**config.mk**
```make
export PLATFORM = sky130hd
export DESIGN_NAME = rv_muldiv_flat
export DESIGN_NICKNAME = d
export VERILOG_FILES = /design/src/rtl/rv_muldiv_if.sv /design/src/rtl/rv_muldiv.sv /design/src/flat_wrapper.sv
export SDC_FILE = /design/constraint.sdc
export NUM_CORES = 1
export LEC_CHECK = 0
export ABC_CLOCK_PERIOD_IN_PS = 10400
export CORE_MARGIN = 4
export CORE_UTILIZATION = 31
export CTS_BUF_LIST = sky130_fd_sc_hd__clkbuf_4 sky130_fd_sc_hd__clkbuf_8
export DETAILED_ROUTE_END_ITERATION = 10
export DONT_BUFFER_PORTS = 1
export GPL_TIMING_DRIVEN = 0
export PLACE_DENSITY_LB_ADDON = 0.25
export SLEW_MARGIN = 5
export SYNTH_ARGS = -nofsm -noshare
export SYNTH_HDL_FRONTEND = slang
export SYNTH_SLANG_ARGS = --single-unit
```
**constraint.sdc**
```tcl
create_clock -name clk -period 10.4 [get_ports clk]
set_clock_uncertainty 0.15 [all_clocks]
set_input_delay 2.08 -clock clk [delete_from_list [all_inputs] [get_ports clk]]
set_output_delay 2.08 -clock clk [all_outputs]
set_load 0.03 [all_outputs]
```
**src/rtl/rv_muldiv_if.sv**
```systemverilog
// rv_muldiv_if: request/response bundle between the core and the M-extension unit.
// The core side is the master; the execution unit is the slave.
interface rv_muldiv_if #(
  parameter int XLEN = 32
) ();
  logic            kill;
  logic            req_valid;
  logic            req_ready;
  logic [2:0]      req_funct3;
  logic [XLEN-1:0] req_a;
  logic [XLEN-1:0] req_b;
  logic            resp_valid;
  logic [XLEN-1:0] resp_result;
  logic            busy;

  modport master (
    output kill, req_valid, req_funct3, req_a, req_b,
    input  req_ready, resp_valid, resp_result, busy
  );

  modport slave (
    input  kill, req_valid, req_funct3, req_a, req_b,
    output req_ready, resp_valid, resp_result, busy
  );
endinterface

```
**src/rtl/rv_muldiv.sv**
```systemverilog
// rv_muldiv: iterative RISC-V MUL/MULH/MULHSU/MULHU/DIV/DIVU/REM/REMU unit.
// Shift-add multiply and restoring divide, one bit per cycle; optional single-cycle multiply.
module rv_muldiv #(
  parameter int XLEN     = 32,
  parameter bit FAST_MUL = 1'b0
) (
  input logic        clk,
  input logic        rst,
  rv_muldiv_if.slave bus
);
  localparam int              CW       = $clog2(XLEN);
  localparam logic [CW-1:0]   CNT_LOAD = CW'(XLEN - 1);
  localparam logic [CW-1:0]   CNT_ZERO = {CW{1'b0}};
  localparam logic [CW-1:0]   CNT_ONE  = CW'(1);
  localparam logic [XLEN-1:0] ZERO     = {XLEN{1'b0}};
  localparam logic [XLEN-1:0] ONES     = {XLEN{1'b1}};
  localparam logic [XLEN-1:0] MIN_NEG  = {1'b1, {(XLEN-1){1'b0}}};

  typedef enum logic [1:0] {
    IDLE  = 2'd0,
    CALC  = 2'd1,
    FIXUP = 2'd2,
    DONE  = 2'd3
  } state_t;

  state_t              state_q, state_d;
  logic [2:0]          op_q, op_d;
  logic [XLEN-1:0]     opnd_q, opnd_d;
  logic [2*XLEN-1:0]   acc_q, acc_d;
  logic [CW-1:0]       cnt_q, cnt_d;
  logic                neg_q, neg_d;
  logic [XLEN-1:0]     res_q, res_d;

  logic [2:0]          f;
  logic                is_div, a_signed, b_signed, sa, sb, neg_in;
  logic                div_zero, div_ovf, special;
  logic [XLEN-1:0]     a_mag, b_mag, special_res;
  logic [2*XLEN-1:0]   fast_prod;
  logic [XLEN:0]       mul_sum, div_shift, div_diff;
  logic [2*XLEN-1:0]   mul_next, div_next, prod_fix;
  logic [XLEN-1:0]     quo_fix, rem_fix, fix_res;

  // Accept-time decode: signedness, magnitudes, negate flag and the early-exit cases.
  assign f           = bus.req_funct3;
  assign is_div      = f[2];
  assign a_signed    = (f == 3'b001) || (f == 3'b010) || (f[2] && !f[0]);
  assign b_signed    = (f == 3'b001) || (f[2] && !f[0]);
  assign sa          = a_signed && bus.req_a[XLEN-1];
  assign sb          = b_signed && bus.req_b[XLEN-1];
  assign a_mag       = sa ? (ZERO - bus.req_a) : bus.req_a;
  assign b_mag       = sb ? (ZERO - bus.req_b) : bus.req_b;
  assign neg_in      = (is_div && f[1]) ? sa : (sa ^ sb);
  assign div_zero    = is_div && (bus.req_b == ZERO);
  assign div_ovf     = is_div && !f[0] && (bus.req_a == MIN_NEG) && (bus.req_b == ONES);
  assign special     = div_zero || div_ovf;
  assign special_res = div_zero ? (f[1] ? bus.req_a : ONES) : (f[1] ? ZERO : bus.req_a);

  generate
    if (FAST_MUL) begin : g_fast_mul
      assign fast_prod = {ZERO, a_mag} * {ZERO, b_mag};
    end else begin : g_iter_mul
      assign fast_prod = {ZERO, ZERO};
    end
  endgenerate

  // acc holds {partial product, multiplier} for multiply and {remainder, quotient} for divide.
  assign mul_sum   = {1'b0, acc_q[2*XLEN-1:XLEN]} + (acc_q[0] ? {1'b0, opnd_q} : {1'b0, ZERO});
  assign mul_next  = {mul_sum, acc_q[XLEN-1:1]};
  assign div_shift = {acc_q[2*XLEN-1:XLEN], acc_q[XLEN-1]};
  assign div_diff  = div_shift - {1'b0, opnd_q};
  assign div_next  = div_diff[XLEN] ? {div_shift[XLEN-1:0], acc_q[XLEN-2:0], 1'b0}
                                    : {div_diff[XLEN-1:0],  acc_q[XLEN-2:0], 1'b1};

  assign prod_fix = neg_q ? ({ZERO, ZERO} - acc_q) : acc_q;
  assign quo_fix  = neg_q ? (ZERO - acc_q[XLEN-1:0]) : acc_q[XLEN-1:0];
  assign rem_fix  = neg_q ? (ZERO - acc_q[2*XLEN-1:XLEN]) : acc_q[2*XLEN-1:XLEN];
  assign fix_res  = op_q[2] ? (op_q[1] ? rem_fix : quo_fix)
                            : ((op_q[1:0] == 2'b00) ? prod_fix[XLEN-1:0] : prod_fix[2*XLEN-1:XLEN]);

  // Next-state and datapath update.
  always_comb begin
    state_d = state_q;
    op_d    = op_q;
    opnd_d  = opnd_q;
    acc_d   = acc_q;
    cnt_d   = cnt_q;
    neg_d   = neg_q;
    res_d   = res_q;
    case (state_q)
      IDLE: begin
        if (bus.req_valid && !bus.kill) begin
          op_d  = f;
          neg_d = neg_in;
          if (special) begin
            res_d   = special_res;
            state_d = DONE;
          end else if (FAST_MUL && !is_div) begin
            acc_d   = fast_prod;
            state_d = FIXUP;
          end else begin
            opnd_d  = is_div ? b_mag : a_mag;
            acc_d   = {ZERO, (is_div ? a_mag : b_mag)};
            cnt_d   = CNT_LOAD;
            state_d = CALC;
          end
        end else begin
          state_d = IDLE;
        end
      end
      CALC: begin
        if (bus.kill) begin
          state_d = IDLE;
        end else begin
          acc_d = op_q[2] ? div_next : mul_next;
          if (cnt_q == CNT_ZERO) begin
            state_d = FIXUP;
          end else begin
            cnt_d = cnt_q - CNT_ONE;
          end
        end
      end
      FIXUP: begin
        if (bus.kill) begin
          state_d = IDLE;
        end else begin
          res_d   = fix_res;
          state_d = DONE;
        end
      end
      DONE: begin
        state_d = IDLE;
      end
      default: begin
        state_d = IDLE;
      end
    endcase
  end

  // State and datapath registers.
  always_ff @(posedge clk) begin
    if (rst) begin
      state_q <= IDLE;
      op_q    <= 3'b000;
      opnd_q  <= ZERO;
      acc_q   <= {ZERO, ZERO};
      cnt_q   <= CNT_ZERO;
      neg_q   <= 1'b0;
      res_q   <= ZERO;
    end else begin
      state_q <= state_d;
      op_q    <= op_d;
      opnd_q  <= opnd_d;
      acc_q   <= acc_d;
      cnt_q   <= cnt_d;
      neg_q   <= neg_d;
      res_q   <= res_d;
    end
  end

  assign bus.req_ready   = (state_q == IDLE);
  assign bus.busy        = (state_q != IDLE);
  assign bus.resp_valid  = (state_q == DONE);
  assign bus.resp_result = res_q;
endmodule

```
**src/flat_wrapper.sv**
```systemverilog
// flat-port wrapper written by rule: the top's interface ports become plain ports
module rv_muldiv_flat 
#(
  parameter int XLEN     = 32,
  parameter bit FAST_MUL = 1'b0
)
  (clk, rst, bus_kill, bus_req_valid, bus_req_funct3, bus_req_a, bus_req_b, bus_req_ready, bus_resp_valid, bus_resp_result, bus_busy);
  rv_muldiv_if #(.XLEN(XLEN)) bus_i ();
  input logic clk;
  input logic rst;
  input wire logic [$bits(bus_i.kill)-1:0] bus_kill;
  input wire logic [$bits(bus_i.req_valid)-1:0] bus_req_valid;
  input wire logic [$bits(bus_i.req_funct3)-1:0] bus_req_funct3;
  input wire logic [$bits(bus_i.req_a)-1:0] bus_req_a;
  input wire logic [$bits(bus_i.req_b)-1:0] bus_req_b;
  output wire logic [$bits(bus_i.req_ready)-1:0] bus_req_ready;
  output wire logic [$bits(bus_i.resp_valid)-1:0] bus_resp_valid;
  output wire logic [$bits(bus_i.resp_result)-1:0] bus_resp_result;
  output wire logic [$bits(bus_i.busy)-1:0] bus_busy;
  assign bus_i.kill = bus_kill;
  assign bus_i.req_valid = bus_req_valid;
  assign bus_i.req_funct3 = bus_req_funct3;
  assign bus_i.req_a = bus_req_a;
  assign bus_i.req_b = bus_req_b;
  assign bus_req_ready = bus_i.req_ready;
  assign bus_resp_valid = bus_i.resp_valid;
  assign bus_resp_result = bus_i.resp_result;
  assign bus_busy = bus_i.busy;
  rv_muldiv #(.XLEN(XLEN), .FAST_MUL(FAST_MUL)) u_core (.clk(clk), .rst(rst), .bus(bus_i));
endmodule
```
==> run_results.csv <==
group,metric,value,unit
status,status,"finished, final reports clean",
timing,whs,0.311,ns
synthesis,synth_edf_count,0,
clock_network,cts_tree,"yes",
die,die_area,0.0527,sq mm
worst_setup_path,r2r_end,"u_core.bus.resp_result[28]",
global_routing,grtUsageMet1,0.375,
global_routing,grt_pass1_vias,16266,
cells_and_area,final_common_cell,"nor2_1",
worst_setup_path,crit_arrival,6.50,ns
job,drv_cap,0,
die,rows,80,
cells_and_area,area_growth,8.18,%
power_and_ir_drop,power_frac_comb,0.357,
routing,drt-wirelength-per-cell,26.7,um
global_routing,use_met3,0.0680,
synthesis,async_flop_share,0,
synthesis,synthFlopType,"dfxtp_1",
place,dp_hpwl,61400,um
synthesis,yosysSeqAreaShare,0.183,
global_routing,grt_max_degree,17,
place,place.port_buffers,0,
clock_network,cts_sinks,139,
clock_network,cts_setup_buffers,0,
clock_network,h-tree-depth,4,
synthesis,synth_area_per_cell,7.03,sq um
worst_setup_path,reg2reg_depth,13,
worst_setup_path,start_kind,"primary input",
worst_setup_path,r2r_slack,4.92,ns
power_and_ir_drop,clock_power_share,0.294,
cells_and_area,drive_gt1_frac,0.0342,
routing,routed_wl,76100,um
die,core_area,0.0481,sq mm
power_and_ir_drop,seqPwrFrac,0.349,
die,ios,106,
cells_and_area,layout_common_cells,"277 x nor2_1, 188 x nand2_1, 184 x a21oi_1, 144 x clkbuf_1, 139 x dfxtp_1",
routing,drt_iter0_drc,2031,
cells_and_area,antenna_cells,0,
global_routing,grt_busiest_layer,"met2",
clock_network,cts_root_buffer,"clkbuf_8",
worst_setup_path,required,10.68,ns
timing,min_period,6.22,ns
power_and_ir_drop,ir_worst_vdd,0.0780,mV
routing,vias,17337,
timing,fmax,0.161,GHz
global_routing,antenna_found_initial,3,
worst_setup_path,endpoint_kind,"flip-flop",
worst_setup_path,crit_type,"primary input to flip-flop",
routing,antenna_left,0,
routing,via_per_inst,6.08,
global_routing,grt_usage,0.278,
power_and_ir_drop,sw_frac_of_total,0.431,
worst_setup_path,worstPathMaxFanout,10,
place,gp_congestion,0.996,
timing,fin_setup_tns,0,ns
power_and_ir_drop,p_sw,720,uW
power_and_ir_drop,leakage,5.92,nW
routing,dr.pass1.iters,6,
clock_network,cts_buffer_depth,2,
timing,rsz0062_at_grt,"no",
place,placed_cells,2820,
worst_setup_path,r2r-start,"u_core.acc_q[0]",
timing,slew_headroom,0.0976,
die,start_util,0.316,
hold_path,hold_class,"flip-flop to flip-flop",
clock_network,cts_buffers,17,
synthesis,ys_ff_latch,139,
hold_path,worstHoldEndpoint,"u_core.opnd_q[23]",
clock_network,cts.repair.resized,0,
timing,fin_crit_sh,0.598,
global_routing,overflow,0,
cells_and_area,nets,2327,
die,die_h,230,um
clock_network,cts_hold_buf,0,
timing,setup_viol,0,
hold_path,holdCritStartpoint,"u_core.opnd_q[23]",
routing,drc_errors,0,
synthesis,synthesis.instances,2163,
clock_network,clk_latency,0.52,ns
power_and_ir_drop,intPower,951,uW
clock_network,clk_pin_slew,0.11,ns
global_routing,grt_pass1_wl,110000,um
power_and_ir_drop,p_per_area,102,mW/mm^2
cells_and_area,final_cells,2852,
hold_path,holdPathStages,2,
global_routing,use_met2,0.434,
cells_and_area,filler_cell_count,5289,
synthesis,synth_cell_type_count,78,
timing,hold_viol,0,
timing,slew_violations,0,
synthesis,yosysWarningCount,0,
synthesis,syn-num-nets,2307,
synthesis,syn_area,0.0152,sq mm
timing,tightest_slew,1.34,ns
die,dieWidth,230,um
## worst max-delay path by stage
stage | from | endpoint | depth (start not counted)
after floorplan | bus_req_b[0] | u_core.bus.resp_result[11] | 12
after global placement | bus_req_b[0] | u_core.acc_q[57] | 10
final | bus_req_b[0] | u_core.acc_q[57] | 10
after detailed placement | bus_req_b[0] | u_core.acc_q[57] | 10
after global routing | bus_req_b[0] | u_core.acc_q[57] | 10
after CTS | bus_req_b[0] | u_core.acc_q[57] | 10
## cell type report
type | count | area, sq um | share of cell area
flip-flops and latches | 139 | 2780 | 0.169
well taps | 656 | 821 | 0.0499
clock buffers | 17 | 234 | 0.0142
repair buffers | 1 | 7.51 | 0.000456
multi-input cells | 1789 | 11500 | 0.700
clock inverters | 15 | 178 | 0.0108
plain buffers | 168 | 661 | 0.0401
inverters | 67 | 251 | 0.0153
## power by group through the flow
| stage | logic, mW | registers [mW] | clock network [mW] |
|---|---|---|---|
| 6_report | 0.597 | 0.582 | 0.491 |
| 5_1_grt | 0.637 | 0.585 | 0.517 |
| 4_1_cts | 0.579 | 0.581 | 0.493 |
| 3_5_place_dp | 0.577 | 0.594 | 0 |
| 3_3_place_gp | 0.577 | 0.593 | 0 |
| 2_1_floorplan | 0.389 | 0.582 | 0 |
## sequential cells by signal, summed over array words and instances (netlist names)
register	flops
u_core.bus.resp_result	32
u_core.opnd_q	32
u_core.acc_q	64
u_core.neg_q	1
u_core.cnt_q	5
u_core.op_q	3
u_core.state_q	2
## critical path, cell delays in order
cell and delay, ns:
inv_1 0.09, ha_1 0.18, or3b_2 0.51, nor4_1 0.94, nand4b_1 0.38, o311a_1 0.31, o22ai_1 0.86, clkbuf_1 0.66
a21oi_1 0.19, a311oi_1 0.28
## synthesized netlist by cell type, drive strengths merged, types with 60 or more instances
master  count  area [sq um]
o21ai     138           691
mux2i      83           831
nand2     188           706
inv        66           248
dfxtp     139          2780
a21oi     184           921
ha         71           888
xnor2      94           823
clkbuf    146           551
nor2      277          1040
xor2       87           762
a211oi     60           450
## cells by family (layout without fill, tap and decap cells)
family                     Yosys count  in the layout  share of synthesized area
and+or+nand+nor                    759            759                      0.234
buffers and inverters              235            268                     0.0600
muxes                               92             92                     0.0620
AOI/OAI and AO/OA                  654            654                      0.276
xor gates and xnor gates           181            181                      0.104
adders and majority gates          103            103                     0.0808
DFF                                139            139                      0.183
## routing by layer
layer  share of wire  wire, um
met1            0.43     32700
met2            0.44     33400
met3           0.093      7080
met4           0.037      2850
met5         0.00035        27
## stage by stage
step	total power [mW]	utilization	setup slack, ns	cell area [sq um]
finish	1.67	0.342	4.18	16500
global route	1.74	0.342	4.13	16500
CTS	1.65	0.342	4.36	16500
detailed placement	1.17	0.333	3.80	16000
global placement	1.17	0.333	3.83	16000
floorplan	0.970	-	5.43	15200
(Power assumes the default switching activity.)
